<file path="src/rtl/program_sequencer_stack.sv">
// program_sequencer_stack
//   Program sequencer for the MPU341 core. Each cycle it works out the next
//   program-memory address from the registered pc and the decoder controls.
//   It supports jumps, conditional jumps, and subroutine call/return through a
//   small LIFO return-address stack. A hold input stalls the sequencer.
//   Overflow and underflow of the stack set sticky flags.
//
// Ports
//   clk             system clock, rising edge
//   reset_n         asynchronous reset, active low
//   sync_reset      synchronous restart to address 0; also clears stack and flags
//   hold            stall: re-issue current pc, freeze all state
//   jmp             unconditional jump to target
//   jmp_nz          conditional jump, suppressed when dont_jmp is high
//   dont_jmp        zero flag from the datapath
//   call            push pc+1 and jump to target
//   ret             pop return address into pc
//   jmp_addr        target field; target = {jmp_addr, zeros}
//   pm_addr         next program-memory address (combinational, 0 in reset)
//   pc              registered current address
//   stack_level     number of occupied stack entries
//   stack_overflow  sticky: call seen with the stack full
//   stack_underflow sticky: ret seen with the stack empty
module program_sequencer_stack #(
  parameter int ADDR_W      = 8,
  parameter int JMP_W       = 4,
  parameter int STACK_DEPTH = 4
) (
  input  logic                             clk,
  input  logic                             reset_n,
  input  logic                             sync_reset,
  input  logic                             hold,
  input  logic                             jmp,
  input  logic                             jmp_nz,
  input  logic                             dont_jmp,
  input  logic                             call,
  input  logic                             ret,
  input  logic [JMP_W-1:0]                 jmp_addr,
  output logic [ADDR_W-1:0]                pm_addr,
  output logic [ADDR_W-1:0]                pc,
  output logic [$clog2(STACK_DEPTH+1)-1:0] stack_level,
  output logic                             stack_overflow,
  output logic                             stack_underflow
);

  localparam int LVL_W = $clog2(STACK_DEPTH + 1);
  localparam int IDX_W = (STACK_DEPTH > 1) ? $clog2(STACK_DEPTH) : 1;
  localparam logic [LVL_W-1:0] DEPTH_L = LVL_W'(STACK_DEPTH);

  logic [ADDR_W-1:0] pc_q, pc_d;
  logic [LVL_W-1:0]  sp_q, sp_d;
  logic              ovf_q, ovf_d;
  logic              unf_q, unf_d;
  logic [ADDR_W-1:0] stack_q [STACK_DEPTH];

  logic [ADDR_W-1:0] pc_inc;
  logic [ADDR_W-1:0] target;
  logic              push_en;
  logic [IDX_W-1:0]  push_idx;
  logic [IDX_W-1:0]  top_idx;

  assign pc_inc   = pc_q + ADDR_W'(1);
  assign target   = ADDR_W'(jmp_addr) << (ADDR_W - JMP_W);
  // Indices are only used when sp is in range (push: sp<DEPTH, pop: sp>0).
  assign push_idx = IDX_W'(sp_q);
  assign top_idx  = IDX_W'(sp_q - LVL_W'(1));

  always_comb begin
    pc_d    = pc_inc;
    sp_d    = sp_q;
    ovf_d   = ovf_q;
    unf_d   = unf_q;
    push_en = 1'b0;
    if (sync_reset) begin
      pc_d  = '0;
      sp_d  = '0;
      ovf_d = 1'b0;
      unf_d = 1'b0;
    end else if (hold) begin
      pc_d = pc_q;
    end else if (ret) begin
      if (sp_q != '0) begin
        pc_d = stack_q[top_idx];
        sp_d = sp_q - LVL_W'(1);
      end else begin
        unf_d = 1'b1;
      end
    end else if (call) begin
      pc_d = target;
      if (sp_q < DEPTH_L) begin
        push_en = 1'b1;
        sp_d    = sp_q + LVL_W'(1);
      end else begin
        // Full stack: the jump still happens, the return address is lost.
        ovf_d = 1'b1;
      end
    end else if (jmp || (jmp_nz && !dont_jmp)) begin
      pc_d = target;
    end
  end

  always_ff @(posedge clk or negedge reset_n) begin
    if (!reset_n) begin
      pc_q  <= '0;
      sp_q  <= '0;
      ovf_q <= 1'b0;
      unf_q <= 1'b0;
    end else begin
      pc_q  <= pc_d;
      sp_q  <= sp_d;
      ovf_q <= ovf_d;
      unf_q <= unf_d;
    end
  end

  // Stack contents need no reset: sp alone decides which entries are live.
  always_ff @(posedge clk) begin
    if (push_en) begin
      stack_q[push_idx] <= pc_inc;
    end
  end

  assign pm_addr         = reset_n ? pc_d : '0;
  assign pc              = pc_q;
  assign stack_level     = sp_q;
  assign stack_overflow  = ovf_q;
  assign stack_underflow = unf_q;

endmodule

</file>
<file path="config.mk">
export PLATFORM = sky130hd
export DESIGN_NAME = program_sequencer_stack
export DESIGN_NICKNAME = d
export VERILOG_FILES = /design/src/rtl/program_sequencer_stack.sv
export SDC_FILE = /design/constraint.sdc
export NUM_CORES = 1
export LEC_CHECK = 0
export ABC_AREA = 1
export CORE_MARGIN = 1
export CORE_UTILIZATION = 55
export DETAILED_ROUTE_END_ITERATION = 16
export HOLD_SLACK_MARGIN = 0.03
export MAX_ROUTING_LAYER = met4
export PLACE_DENSITY_LB_ADDON = 0.25
export SLEW_MARGIN = 20
export SYNTH_ARGS = -nofsm -noshare
export SYNTH_HDL_FRONTEND = slang
export SYNTH_SLANG_ARGS = --single-unit
</file>
<file path="constraint.sdc">
create_clock -name clk -period 3.97 [get_ports clk]
set_input_delay 0.794 -clock clk [delete_from_list [all_inputs] [get_ports clk]]
set_output_delay 0.794 -clock clk [all_outputs]
set_load 0.01 [all_outputs]
</file>
; After elaboration in Yosys (flattened, before gate mapping)
; Memory sizes are Yosys's and may differ from the RTL's.
; Cells that the tools add are included.
[totals]
ram_bits = 32
input_bits = 13
memories = 1
ff_bits = 13
elab_cells = 54
[mem_list]
columns = name, words, width, read_ports, rd_ports_with_merged_regs, wr, line_no
row1 = stack_q, 4, 8, 1, 0, 1, 54  ; logic [ADDR_W-1:0] stack_q [STACK_DEPTH];
[op_classes]
n_reduce_logical = 11
order_cmp = 1
addsub = 3
muxes = 29
n_eq_ne = 5
[op_table]
columns = cell, n
row1 = $mux 8, 7
row2 = $mux 3, 6
row3 = $mux 1, 16
row4 = $reduce_bool 3->1, 3
row5 = $add 8x1->8 const B, 1
row6 = $ne 2x2->1 const B, 4
row7 = $reduce_and 4->1, 2
row8 = $reduce_bool 2->1, 2
row9 = $add 3x1->3 const B, 1
row10 = $lt 3x3->1 const B, 1
row11 = $ne 3x2->1 const B, 1
row12 = $reduce_and 3->1, 1
row13 = $sub 3x1->3 const B, 1
row14 = $logic_and 1x1->1, 1
row15 = $logic_not 1->1, 1
row16 = $logic_or 1x1->1, 1

; Longest topological paths before layout
[logic_depth]
word_depth = 9
depth_mapped = 13
mapped_depth_nobuf = 11

; Worst setup path before layout
; OpenSTA, ideal clock, no wires.
[synth_timing]
path_type = register -> output
startpoint = reg sp_q[0] (netlist: stack_level[0])
endpoint = out pm_addr[4]
arrival_time_ns = 1.875
path_stages_with_launch = 13
n_path_buf = 3
path_slack_ns = 1.301
path_cell_list = dfrtp_1 buf_4 inv_4 buf_6 ha_1 buf_2 inv_2 nand3_1 nand2_1 nand2_1 nand3_1 nand3_1 a21oi_1
[synth_via]
elab_chain_cells = 7
word_cells_on_any_way = 8
cone_classes = add/sub: 1 / mux: 5 / reduce/logical: 1 / memory: 1
[synth_lines]
columns = element, line_no
row1 = from (decl), 51  ; logic [LVL_W-1:0] sp_q, sp_d;
row2 = from (signal assigned), 110  ; sp_q <= sp_d;
row3 = $sub 3x1->3, -
row4 = $mem_v2 4x8, -
row5 = $mux 8 (*), 82  ; if (sp_q != '0) begin
row6 = $mux 8 (*), 81  ; end else if (ret) begin
row7 = $mux 8 (*), 79  ; end else if (hold) begin
row8 = $mux 8 (*), 74  ; if (sync_reset) begin
row9 = $mux 8 (*), 123  ; assign pm_addr = reset_n ? pc_d : '0;
row10 = to (decl), 39  ; output logic [ADDR_W-1:0] pm_addr,
; Mark *: on every way between the ends. The rest lies on a longest branch, timed or not.

; Worst setup path after layout
[layout_timing]
startpoint = in sync_reset
endpoint = out pm_addr[2]
[layout_via]
elab_chain_cells = 2
[layout_lines]
columns = element, line_no
row1 = from (decl), 31  ; input logic sync_reset,
row2 = $mux 8, 74
row3 = $mux 8, 123
; Every way passes these cells.

==> impl_metrics.ini <==
[global_route]
grt_remaining_overflow = 0
grt_max_degree = 21
antenna_found_initial = 0
grt_pass1_vias = 1834
grt.total_usage = 0.266
grt_pass1_wl_mm = 8.48

[die]
die_x_microns = 67.8
die_h_microns = 67.8
die_area_sq_um = 4600
start_util = 0.583
rows = 23
pin_count = 34
coreArea_sq_um = 4090

[yosys]
async_flop_share = 0.289
ys_types = 28
syn_area_per_cell_sq_um = 8.67
syn_inst = 275
ys_ff_latch = 45
synth_edf_count = 32
synth-main-ff-cell = edfxtp_1
syn_nets = 294
synth_warnings = 0
ys_seq_area_frac = 0.540
netlist_area_sq_um = 2380

[pwr]
power_uw = 1540
ir_worst_vdd_uv = 299
powerDensity_nw_per_um2 = 532
power.leakage_uw = 0.00125

[placed_design]
dp_slack_ns = 0.444
io_buffers = 33
dp_hpwl_mm = 3.85
gp_congestion = 1.02
dp.cells = 358

[cells_and_area]
final_util = 0.708
fin_cells = 366
final_common_cell = nand2_1
num-nets-final = 334
layout_common_cells = nand2_1, nand3_1, clkdlybuf4s50_1, edfxtp_1, inv_1
drive_gt1_frac = 0.101
n_antenna_cell = 0
area_delta_synth_final_pct = 21.3

[outcome]
outcome = complete, no violations

[critical_path]
cp-end-kind = output port
path_class = in2out
startpoint_type = input pin
cp_max_fo = 8
critPathRequiredTime_ns = 3.18
crit_arrival_ns = 2.75

[timing]
timing.final.ws_setup_ns = 0.426
clock_skew_ns = 0.00655
setup_tns_ns = 0
fin_crit_ns = 3.54
fin_crit_sh = 0.893
setup_viol = 0
finalHoldViolations = 0
worst_slew_pin_slew_ns = 0.759
rsz0062_at_grt = false
slew_viol_final = 0
timing.fmax_ghz = 0.282
relSlewSlack = 0.492

[run]
maxCapViolations = 0

[cts]
cts_root_buf = clkbuf_8
clk_path_buf_depth = 2
cts.sinks = 45
ctsResizeCount = 0
htree_levels = 2
hold_buffers = 0
postCtsSetupBuffers = 0
clk_latency_ns = 0.30
clk_pin_slew_worst_paths_ns = 0.08
cts_made_buffers = 5
cts_tree = yes

[drt]
via_count = 1968
avgRoutedWirePerCell_microns = 14.4
dr.pass1.iters = 4
viasPerCell = 5.38
drt_iter0_drc = 144
drc = 0
drt-total-wl_mm = 5.27
ant_nets = 0

[min_path]
min_path_type = reg2reg
-- cells by family after synthesis --
group,synth area share
compound gates,0.0572
simple gates,0.293
buf+inv,0.0714
fa+ha+maj,0.0315
flops,0.540
xor+xnor,0.00735
-- worst paths after layout --
path,start,endpoint,slack [ns],cells past startpoint
max reg2reg,stack_level[2]$_DFFE_PN0P_,stack_q[0][3]$_DFFE_PP_,2.09,3
min in group asynchronous,reset_n,stack_level[0]$_DFFE_PN0P_,0.83,2
max,sync_reset,pm_addr[2],0.43,7
min reg2reg,stack_overflow$_DFFE_PN0P_,stack_overflow$_DFFE_PN0P_,0.48,2
max in group asynchronous,reset_n,pc[5]$_DFF_PN0_,2.96,2
min,stack_overflow$_DFFE_PN0P_,stack_overflow$_DFFE_PN0P_,0.48,2
-- cell type report --
cell class              instances  area (sq um)
flip-flops and latches         45          1290
fillers                       326          1190
multi-input cells             192           927
repair buffers                 39           375
inverters                      32           123
clock buffers                   5          68.8
well taps                      50          62.6
clock inverters                 3          48.8
-- registers in the layout (all words and copies together), names as in the netlist --
name / cells
stack_q: 32
pc: 8
stack_level: 3
stack_overflow: 1
stack_underflow: 1
-- cells in the mapped netlist, types with 2 or more instances --
library cell   n  area, sq um
nor2_2         5         31.3
inv_1         20         75.1
dfrtp_1       13          325
ha_1           6         75.1
nor2_1         9         33.8
buf_2          2         10.0
inv_2         10         37.5
o21bai_1       2         15.0
edfxtp_1      32          961
o21ai_1        4         20.0
buf_6          2         22.5
buf_4          2         15.0
nand3_1       41          205
nand2_1       98          368
a21oi_1       16         80.1
-- where the power goes --
| group | internal (uW) | switching (uW) | total (uW) |
|---|---|---|---|
| clock network | 192 | 162 | 354 |
| logic | 231 | 355 | 586 |
| registers | 556 | 43.5 | 599 |
-- per-stage QoR --
step / area [sq um] / hold slack (ns)
4_1_cts: 2890 / 0.488
2_1_floorplan: 2380 / 0.498
3_3_place_gp: 2770 / 0.474
3_5_place_dp: 2770 / 0.468
5_1_grt: 2890 / 0.517
6_report: 2890 / 0.482
-- critical path, cell delays in order --
cell             delay, ns
clkdlybuf4s50_1       0.54
nor2_2                0.38
inv_2                 0.08
a21oi_1               0.13
nand3_1               0.13
a21oi_1               0.14
clkdlybuf4s50_1       0.55
-- layer usage --
metal	vias up	wire (microns)	global-route usage	part of all wire
met5	-	0	-	0
met4	0	131	0.107	0.025
met3	12	340	0.0533	0.065
met2	64	2480	0.416	0.47
met1	909	2320	0.340	0.44
li1	983	-	-	-
No activity file was read; power rests on OpenSTA's default activity.
